### config.mk
export PLATFORM = sky130hd
export DESIGN_NAME = muldiv_seq_flat
export DESIGN_NICKNAME = d
export VERILOG_FILES = /design/src/rtl/muldiv_pkg.sv /design/src/rtl/muldiv_if.sv /design/src/rtl/muldiv_step.sv /design/src/rtl/muldiv_seq.sv /design/src/flat_wrapper.sv
export SDC_FILE = /design/constraint.sdc
export NUM_CORES = 1
export LEC_CHECK = 0
export CAP_MARGIN = 20
export CORE_MARGIN = 2
export CORE_UTILIZATION = 50
export CTS_CLUSTER_SIZE = 40
export DETAILED_ROUTE_END_ITERATION = 10
export PLACE_DENSITY = 0.74
export RECOVER_POWER = 50
export SLEW_MARGIN = 20
export SYNTH_ARGS = -nofsm -noshare
export SYNTH_HDL_FRONTEND = slang
export SYNTH_SLANG_ARGS = --single-unit
### constraint.sdc
create_clock -name clk -period 4.3 [get_ports clk]
set_input_delay 0.43 -clock clk [delete_from_list [all_inputs] [get_ports clk]]
set_output_delay 0.43 -clock clk [all_outputs]
set_load 0.005 [all_outputs]
### src/rtl/muldiv_pkg.sv
// Shared encodings for the iterative multiply/divide unit: operation codes,
// FSM state codes and a small operation-class helper.
package muldiv_pkg;

  typedef enum logic [1:0] {
    OP_MUL   = 2'b00,
    OP_MULHU = 2'b01,
    OP_DIVU  = 2'b10,
    OP_REMU  = 2'b11
  } op_t;

  typedef enum logic [1:0] {
    S_IDLE = 2'b00,
    S_RUN  = 2'b01,
    S_DONE = 2'b10
  } state_t;

  function automatic logic is_div(input op_t op);
    return (op == OP_DIVU) || (op == OP_REMU);
  endfunction

endpackage

### src/rtl/muldiv_if.sv
// Request/response bundle between the control unit (master) and muldiv_seq (slave).
interface muldiv_if #(
  parameter int XLEN = 32
);
  import muldiv_pkg::*;

  // Handshake: the master raises start with op/srcA/srcB; the request is taken on a
  // rising edge while busy==0 or done==1, otherwise it is ignored. done pulses for one
  // cycle with result/div_by_zero valid; those stay stable until the next completion.
  logic            start;
  op_t             op;
  logic [XLEN-1:0] srcA;
  logic [XLEN-1:0] srcB;
  logic            busy;
  logic            done;
  logic [XLEN-1:0] result;
  logic            div_by_zero;

  modport master (
    output start, op, srcA, srcB,
    input  busy, done, result, div_by_zero
  );

  modport slave (
    input  start, op, srcA, srcB,
    output busy, done, result, div_by_zero
  );

endinterface

### src/rtl/muldiv_step.sv
// One iteration of the shared datapath: shift-add multiply step or restoring
// trial-subtract divide step, purely combinational.
module muldiv_step #(
  parameter int XLEN = 32
) (
  input  logic            is_div,
  input  logic [XLEN-1:0] acc,
  input  logic [XLEN-1:0] lo,
  input  logic [XLEN-1:0] opnd,
  output logic [XLEN-1:0] acc_nxt,
  output logic [XLEN-1:0] lo_nxt
);

  logic [XLEN:0] sum;
  logic [XLEN:0] shifted;
  logic [XLEN:0] trial;
  logic          ge;

  always_comb begin
    // Multiply: {acc,lo} is the 2*XLEN product register, multiplier consumed from lo[0].
    sum     = {1'b0, acc} + (lo[0] ? {1'b0, opnd} : '0);
    // Divide: acc is the remainder, lo shifts dividend bits out and quotient bits in.
    shifted = {acc, lo[XLEN-1]};
    trial   = shifted - {1'b0, opnd};
    ge      = ~trial[XLEN];
    if (is_div) begin
      acc_nxt = ge ? trial[XLEN-1:0] : shifted[XLEN-1:0];
      lo_nxt  = {lo[XLEN-2:0], ge};
    end else begin
      acc_nxt = sum[XLEN:1];
      lo_nxt  = {sum[0], lo[XLEN-1:1]};
    end
  end

endmodule

### src/rtl/muldiv_seq.sv
// Iterative unsigned MUL/MULHU/DIVU/REMU unit, one bit per clock.
// Optional MULDIV_EARLY_OUT_EN: trivial operands finish directly after the accepting edge.
module muldiv_seq
  import muldiv_pkg::*;
#(
  parameter int XLEN = 32
) (
  input  logic    clk,
  input  logic    rst,
  muldiv_if.slave bus,
  output state_t  dbg_state
);

  localparam int              CNT_W = $clog2(XLEN + 1);
  localparam logic [CNT_W-1:0] LAST = CNT_W'(XLEN - 1);

  state_t          state, state_nxt;
  logic            accept, busy, done, finish;
  logic [CNT_W-1:0] cnt;
  op_t             op_q;
  logic            op_div;
  logic [XLEN-1:0] acc_q, lo_q, opnd_q;
  logic [XLEN-1:0] acc_step, lo_step;
  logic [XLEN-1:0] res_q, fin_res;
  logic            dbz_q, fin_dbz;

`ifdef MULDIV_EARLY_OUT_EN
  logic            early;
  logic [XLEN-1:0] early_res;

  always_comb begin
    early     = is_div(bus.op) ? (bus.srcB == '0) : ((bus.srcA == '0) || (bus.srcB == '0));
    early_res = '0;
    case (bus.op)
      OP_DIVU: early_res = '1;
      OP_REMU: early_res = bus.srcA;
      default: early_res = '0;
    endcase
  end
`endif

  always_comb begin
    state_nxt = state;
    accept    = 1'b0;
    case (state)
      S_IDLE: begin
        if (bus.start) begin
          accept    = 1'b1;
          state_nxt = S_RUN;
        end
      end
      S_RUN: begin
        if (cnt == LAST) state_nxt = S_DONE;
      end
      S_DONE: begin
        state_nxt = S_IDLE;
        if (bus.start) begin
          accept    = 1'b1;
          state_nxt = S_RUN;
        end
      end
      default: state_nxt = S_IDLE;
    endcase
`ifdef MULDIV_EARLY_OUT_EN
    if (accept && early) state_nxt = S_DONE;
`endif
    busy = (state != S_IDLE);
    done = (state == S_DONE);
  end

  always_ff @(posedge clk or posedge rst) begin
    if (rst) state <= S_IDLE;
    else     state <= state_nxt;
  end

  assign op_div = is_div(op_q);
  assign finish = (state == S_RUN) && (cnt == LAST);

  muldiv_step #(.XLEN(XLEN)) u_step (
    .is_div  (op_div),
    .acc     (acc_q),
    .lo      (lo_q),
    .opnd    (opnd_q),
    .acc_nxt (acc_step),
    .lo_nxt  (lo_step)
  );

  // The last iteration's outputs are captured directly into the result register.
  always_comb begin
    fin_res = lo_step;
    case (op_q)
      OP_MULHU, OP_REMU: fin_res = acc_step;
      default:           fin_res = lo_step;
    endcase
    fin_dbz = op_div && (opnd_q == '0);
  end

  always_ff @(posedge clk or posedge rst) begin
    if (rst) begin
      cnt    <= '0;
      op_q   <= OP_MUL;
      acc_q  <= '0;
      lo_q   <= '0;
      opnd_q <= '0;
      res_q  <= '0;
      dbz_q  <= 1'b0;
    end else begin
      if (accept) begin
        op_q   <= bus.op;
        cnt    <= '0;
        acc_q  <= '0;
        opnd_q <= is_div(bus.op) ? bus.srcB : bus.srcA;
        lo_q   <= is_div(bus.op) ? bus.srcA : bus.srcB;
      end else if (state == S_RUN) begin
        acc_q <= acc_step;
        lo_q  <= lo_step;
        cnt   <= cnt + 1'b1;
      end
      if (finish) begin
        res_q <= fin_res;
        dbz_q <= fin_dbz;
      end
`ifdef MULDIV_EARLY_OUT_EN
      // A trivial divide can only be a zero divisor, so the flag follows the op class.
      if (accept && early) begin
        res_q <= early_res;
        dbz_q <= is_div(bus.op);
      end
`endif
    end
  end

  assign bus.busy        = busy;
  assign bus.done        = done;
  assign bus.result      = res_q;
  assign bus.div_by_zero = dbz_q;
  assign dbg_state       = state;

endmodule

### src/flat_wrapper.sv
// flat-port wrapper written by rule: the top's interface ports become plain ports
module muldiv_seq_flat import muldiv_pkg::*;
#(
  parameter int XLEN = 32
)
  (clk, rst, dbg_state, bus_start, bus_op, bus_srcA, bus_srcB, bus_busy, bus_done, bus_result, bus_div_by_zero);
  muldiv_if #(.XLEN(XLEN)) bus_i ();
  input  logic clk;
  input  logic rst;
  output state_t dbg_state;
  input wire logic [$bits(bus_i.start)-1:0] bus_start;
  input wire logic [$bits(bus_i.op)-1:0] bus_op;
  input wire logic [$bits(bus_i.srcA)-1:0] bus_srcA;
  input wire logic [$bits(bus_i.srcB)-1:0] bus_srcB;
  output wire logic [$bits(bus_i.busy)-1:0] bus_busy;
  output wire logic [$bits(bus_i.done)-1:0] bus_done;
  output wire logic [$bits(bus_i.result)-1:0] bus_result;
  output wire logic [$bits(bus_i.div_by_zero)-1:0] bus_div_by_zero;
  assign bus_i.start = bus_start;
  assign bus_i.op = bus_op;
  assign bus_i.srcA = bus_srcA;
  assign bus_i.srcB = bus_srcB;
  assign bus_busy = bus_i.busy;
  assign bus_done = bus_i.done;
  assign bus_result = bus_i.result;
  assign bus_div_by_zero = bus_i.div_by_zero;
  muldiv_seq #(.XLEN(XLEN)) u_core (.clk(clk), .rst(rst), .bus(bus_i), .dbg_state(dbg_state));
endmodule
==> flow_summary_export.csv <==
group,metric,value,unit
power_and_ir_drop,netSwitchingFraction,51.0,%
power_and_ir_drop,p_sw,6.04,mW
critical_path,cp_data_arrival_time,4.13,ns
floorplanning,die_area,24000,sq um
cts,root_buffer,"clkbuf_16",
finish,fin_nets,1557,
synthesis,synth_nets,1491,
run_status,status,"complete, but fails checks",
routing,firstDrtPassIters,6,
synthesis,ys_ff_latch,139,
routing,drc_errors,0,
global_route,grt_overflow,0,
synthesis,yosysWarnings,0,
synthesis,netlist_instances,1355,
cts,cts_tree,"done",
synthesis,yosysMostFrequentCell,"nand2_1",
routing,vias,11000,
floorplanning,die_height,155,microns
finish,diodes,0,
synthesis,yosys.area.top_type,"dfrtp_1",
cts,cts_setup_buffers,0,
worst_hold_path,hold_class,"register to register",
critical_path,critical_path.max_stage_delay,1.31,ns
synthesis,ys.flop_type,"dfrtp_1",
worst_hold_path,holdPathStages,1,
synthesis,syn_avg_cell_area,8.41,sq um
global_route,track_usage,31.2,%
power_and_ir_drop,vdd_drop_max,0.318,mV
finish,fillers,1995,
synthesis,netlist_area,11400,sq um
timing,worst_pin_slew,2.64,ns
synthesis,synth.area.top_cells,"dfrtp_1 (31%), mux2i_1 (10%), ha_1 (7.1%)",
routing,post_drt_wl_per_cell,21.6,microns
timing,period_share,88.0,%
timing,rsz0062_at_grt,"no",
cts,cts.sinks,139,
timing,slew_headroom,-76.1,%
floorplanning,initial_core_util,50.6,%
timing,fin_tns_setup,0,ns
global_route,grt_pass1_vias,10500,
cts,clk_path_buf_depth,2,
worst_hold_path,worstHoldStart,"u_core.cnt[5]",
floorplanning,fp-row-count,55,
global_route,antenna_found_initial,0,
power_and_ir_drop,p_per_area,899,nW/um^2
placement,place_area,12700,sq um
timing,skew,0.0121,ns
critical_path,crit_slowest_cell,"clkbuf_1",
cts,cts_resized,0,
power_and_ir_drop,cell_internal_pwr,5.80,mW
run_status,violations,"max-capacitance violations, max-slew violations",
synthesis,yosysTopAreaCellShare,30.5,%
power_and_ir_drop,p_comb_share,65.5,%
finish,finish.instance_area,13200,sq um
power_and_ir_drop,p_seq_share,22.9,%
synthesis,synthTopCellsByCount,"nand2_1 (158), dfrtp_1 (139), o21ai_0 (139)",
timing,hold_violations,0,
finish,drive_gt1_share,6.28,%
synthesis,synth_seq_area_share,30.5,%
placement,io_buffer_count,105,
cts,cts_buffers,17,
power_and_ir_drop,power,11.8,mW
synthesis,synthArstFlopShare,100,%
critical_path,cp-start-kind,"register",
timing,setup_viol,0,
cts,htree_levels,4,
routing,vias_per_cell,6.39,
synthesis,synth_edf_count,0,
routing,drt_iter0_drc,1315,
timing,report.final.slew_viol_count,119,
floorplanning,design.core.area,22500,sq um
timing,whs,0.488,ns
floorplanning,ios,106,
finish,final_cells,1719,
critical_path,r2r_cells,9,
critical_path,cp-startpoint,"u_core.dbg_state[0]",
synthesis,synth.distinct_cells,85,
critical_path,worstPathRequired,4.65,ns
placement,dp_hpwl,28100,microns
cts,clk_pin_slew,0.07,ns
floorplanning,fp.dieW,155,microns
global_route,grt_max_degree,85,
critical_path,crit_type,"register to register",
critical_path,crit_chain,"nor2b_2 > clkbuf_1 > nand2_1 > buf_4 > nor2_1 > o21ai_0 > nor2_1 > a221oi_1 > o21ai_0",
critical_path,crit_fanout,36,
critical_path,end_kind,"register",
cts,cts_hold_buffers,0,
finish,synthToLayoutAreaGrowth,15.6,%
power_and_ir_drop,cellLeakagePower,5.79,nW
cts,clkLatencyLatePin,0.44,ns
routing,routed_wl,37100,microns
critical_path,worstReg2RegStart,"u_core.dbg_state[0]",
power_and_ir_drop,p_clk_share,11.6,%
global_route,grt_pass1_wl,58500,microns
timing,fin_crit,3.78,ns
routing,antenna_left,0,
timing,max_freq,264,MHz
placement,dp_cells,1687,
run,cap_viol_max_count,2,
placement,routabilityCongestion,0.969,
## worst max-delay path, delay by kind of cell (launching register included)
family / cells / cell delay [ns]
AOI/OAI and AO/OA: 3 / 0.42
buffers and inverters: 2 / 1.69
and+or+nand+nor: 4 / 1.11
DFF: 1 / 0.47
## final timing paths
| path | slack, ns | to |
|---|---|---|
| worst max-delay path | 0.52 | u_core.bus.result[25] |
| worst min-delay path | 0.49 | u_core.cnt[5] |
| worst max register to register | 0.52 | u_core.bus.result[25] |
| worst min register to register | 0.49 | u_core.cnt[5] |
| max in group asynchronous | 1.78 | u_core.bus.result[10] |
| min in group asynchronous | 0.62 | u_core.opnd_q[26] |
## through the flow
| stage | util, % | setup WS, ns |
|---|---|---|
| finish | 58.5 | 0.515 |
| CTS | 58.7 | 0.618 |
| detailed placement | 56.3 | 0.717 |
| global placement | 56.3 | 0.748 |
| floorplan | - | 0.145 |
| global route | 58.5 | 0.301 |
## layer usage
metal  GRT usage [%]  wire [microns]
met3            7.97            4270
met2            45.3           15400
met4            8.51             948
met1            46.2           16400
met5               0               0
## layout make-up
| class | instances | area, sq um | share of cell area [%] |
|---|---|---|---|
| timing repair buffer | 125 | 1190 | 9.05 |
| multi-input combinational | 1087 | 7410 | 56.2 |
| sequential | 139 | 3480 | 26.4 |
| inverter | 51 | 196 | 1.49 |
| tap | 285 | 357 | 2.71 |
| clock buffer | 18 | 429 | 3.26 |
| clock inverter | 14 | 111 | 0.845 |
## logic make-up after synthesis
logic type      share of synthesized area [%]
compound gates                           26.3
xor+xnor                                 4.22
fa+ha+maj                                7.49
buf+inv                                  4.67
flops                                    30.5
mux                                      10.9
simple gates                             15.9
## power groups by stage
stage | combinational [mW] | clock [mW] | sequential, mW
2_1_floorplan | 5.52 | 0 | 2.33
3_3_place_gp | 7.38 | 0 | 2.66
3_5_place_dp | 7.49 | 0 | 2.67
4_1_cts | 7.58 | 1.37 | 2.66
5_1_grt | 8.41 | 1.42 | 2.76
6_report | 7.75 | 1.37 | 2.71
## placed cells by master (no fill, tap or decap), drive strengths merged, types with 10 or more instances in the layout
cell type and n:
nor3 22, xnor2 35, nor2b 10, a21o 28
a21oi 120, o221ai 25, o21ai 140, inv 54
clkdlybuf4s50 102, a211oi 17, nor4 12, o211ai 25
xor2 19, dfrtp 139, nand2 158, nand3 12
nor2 80, nand4 16, buf 19, a31oi 10
and2 39, ha 65, nand2b 13, mux2i 116
clkbuf 20, o31ai 10
## registers in the layout, indices dropped and copies added, names as in the netlist
register	count
u_core.lo_q	32
u_core.cnt	6
u_core.acc_q	32
u_core.bus.div_by_zero	1
u_core.op_q	2
u_core.opnd_q	32
u_core.dbg_state	2
u_core.bus.result	32
Power figures use the tool's default switching activity.
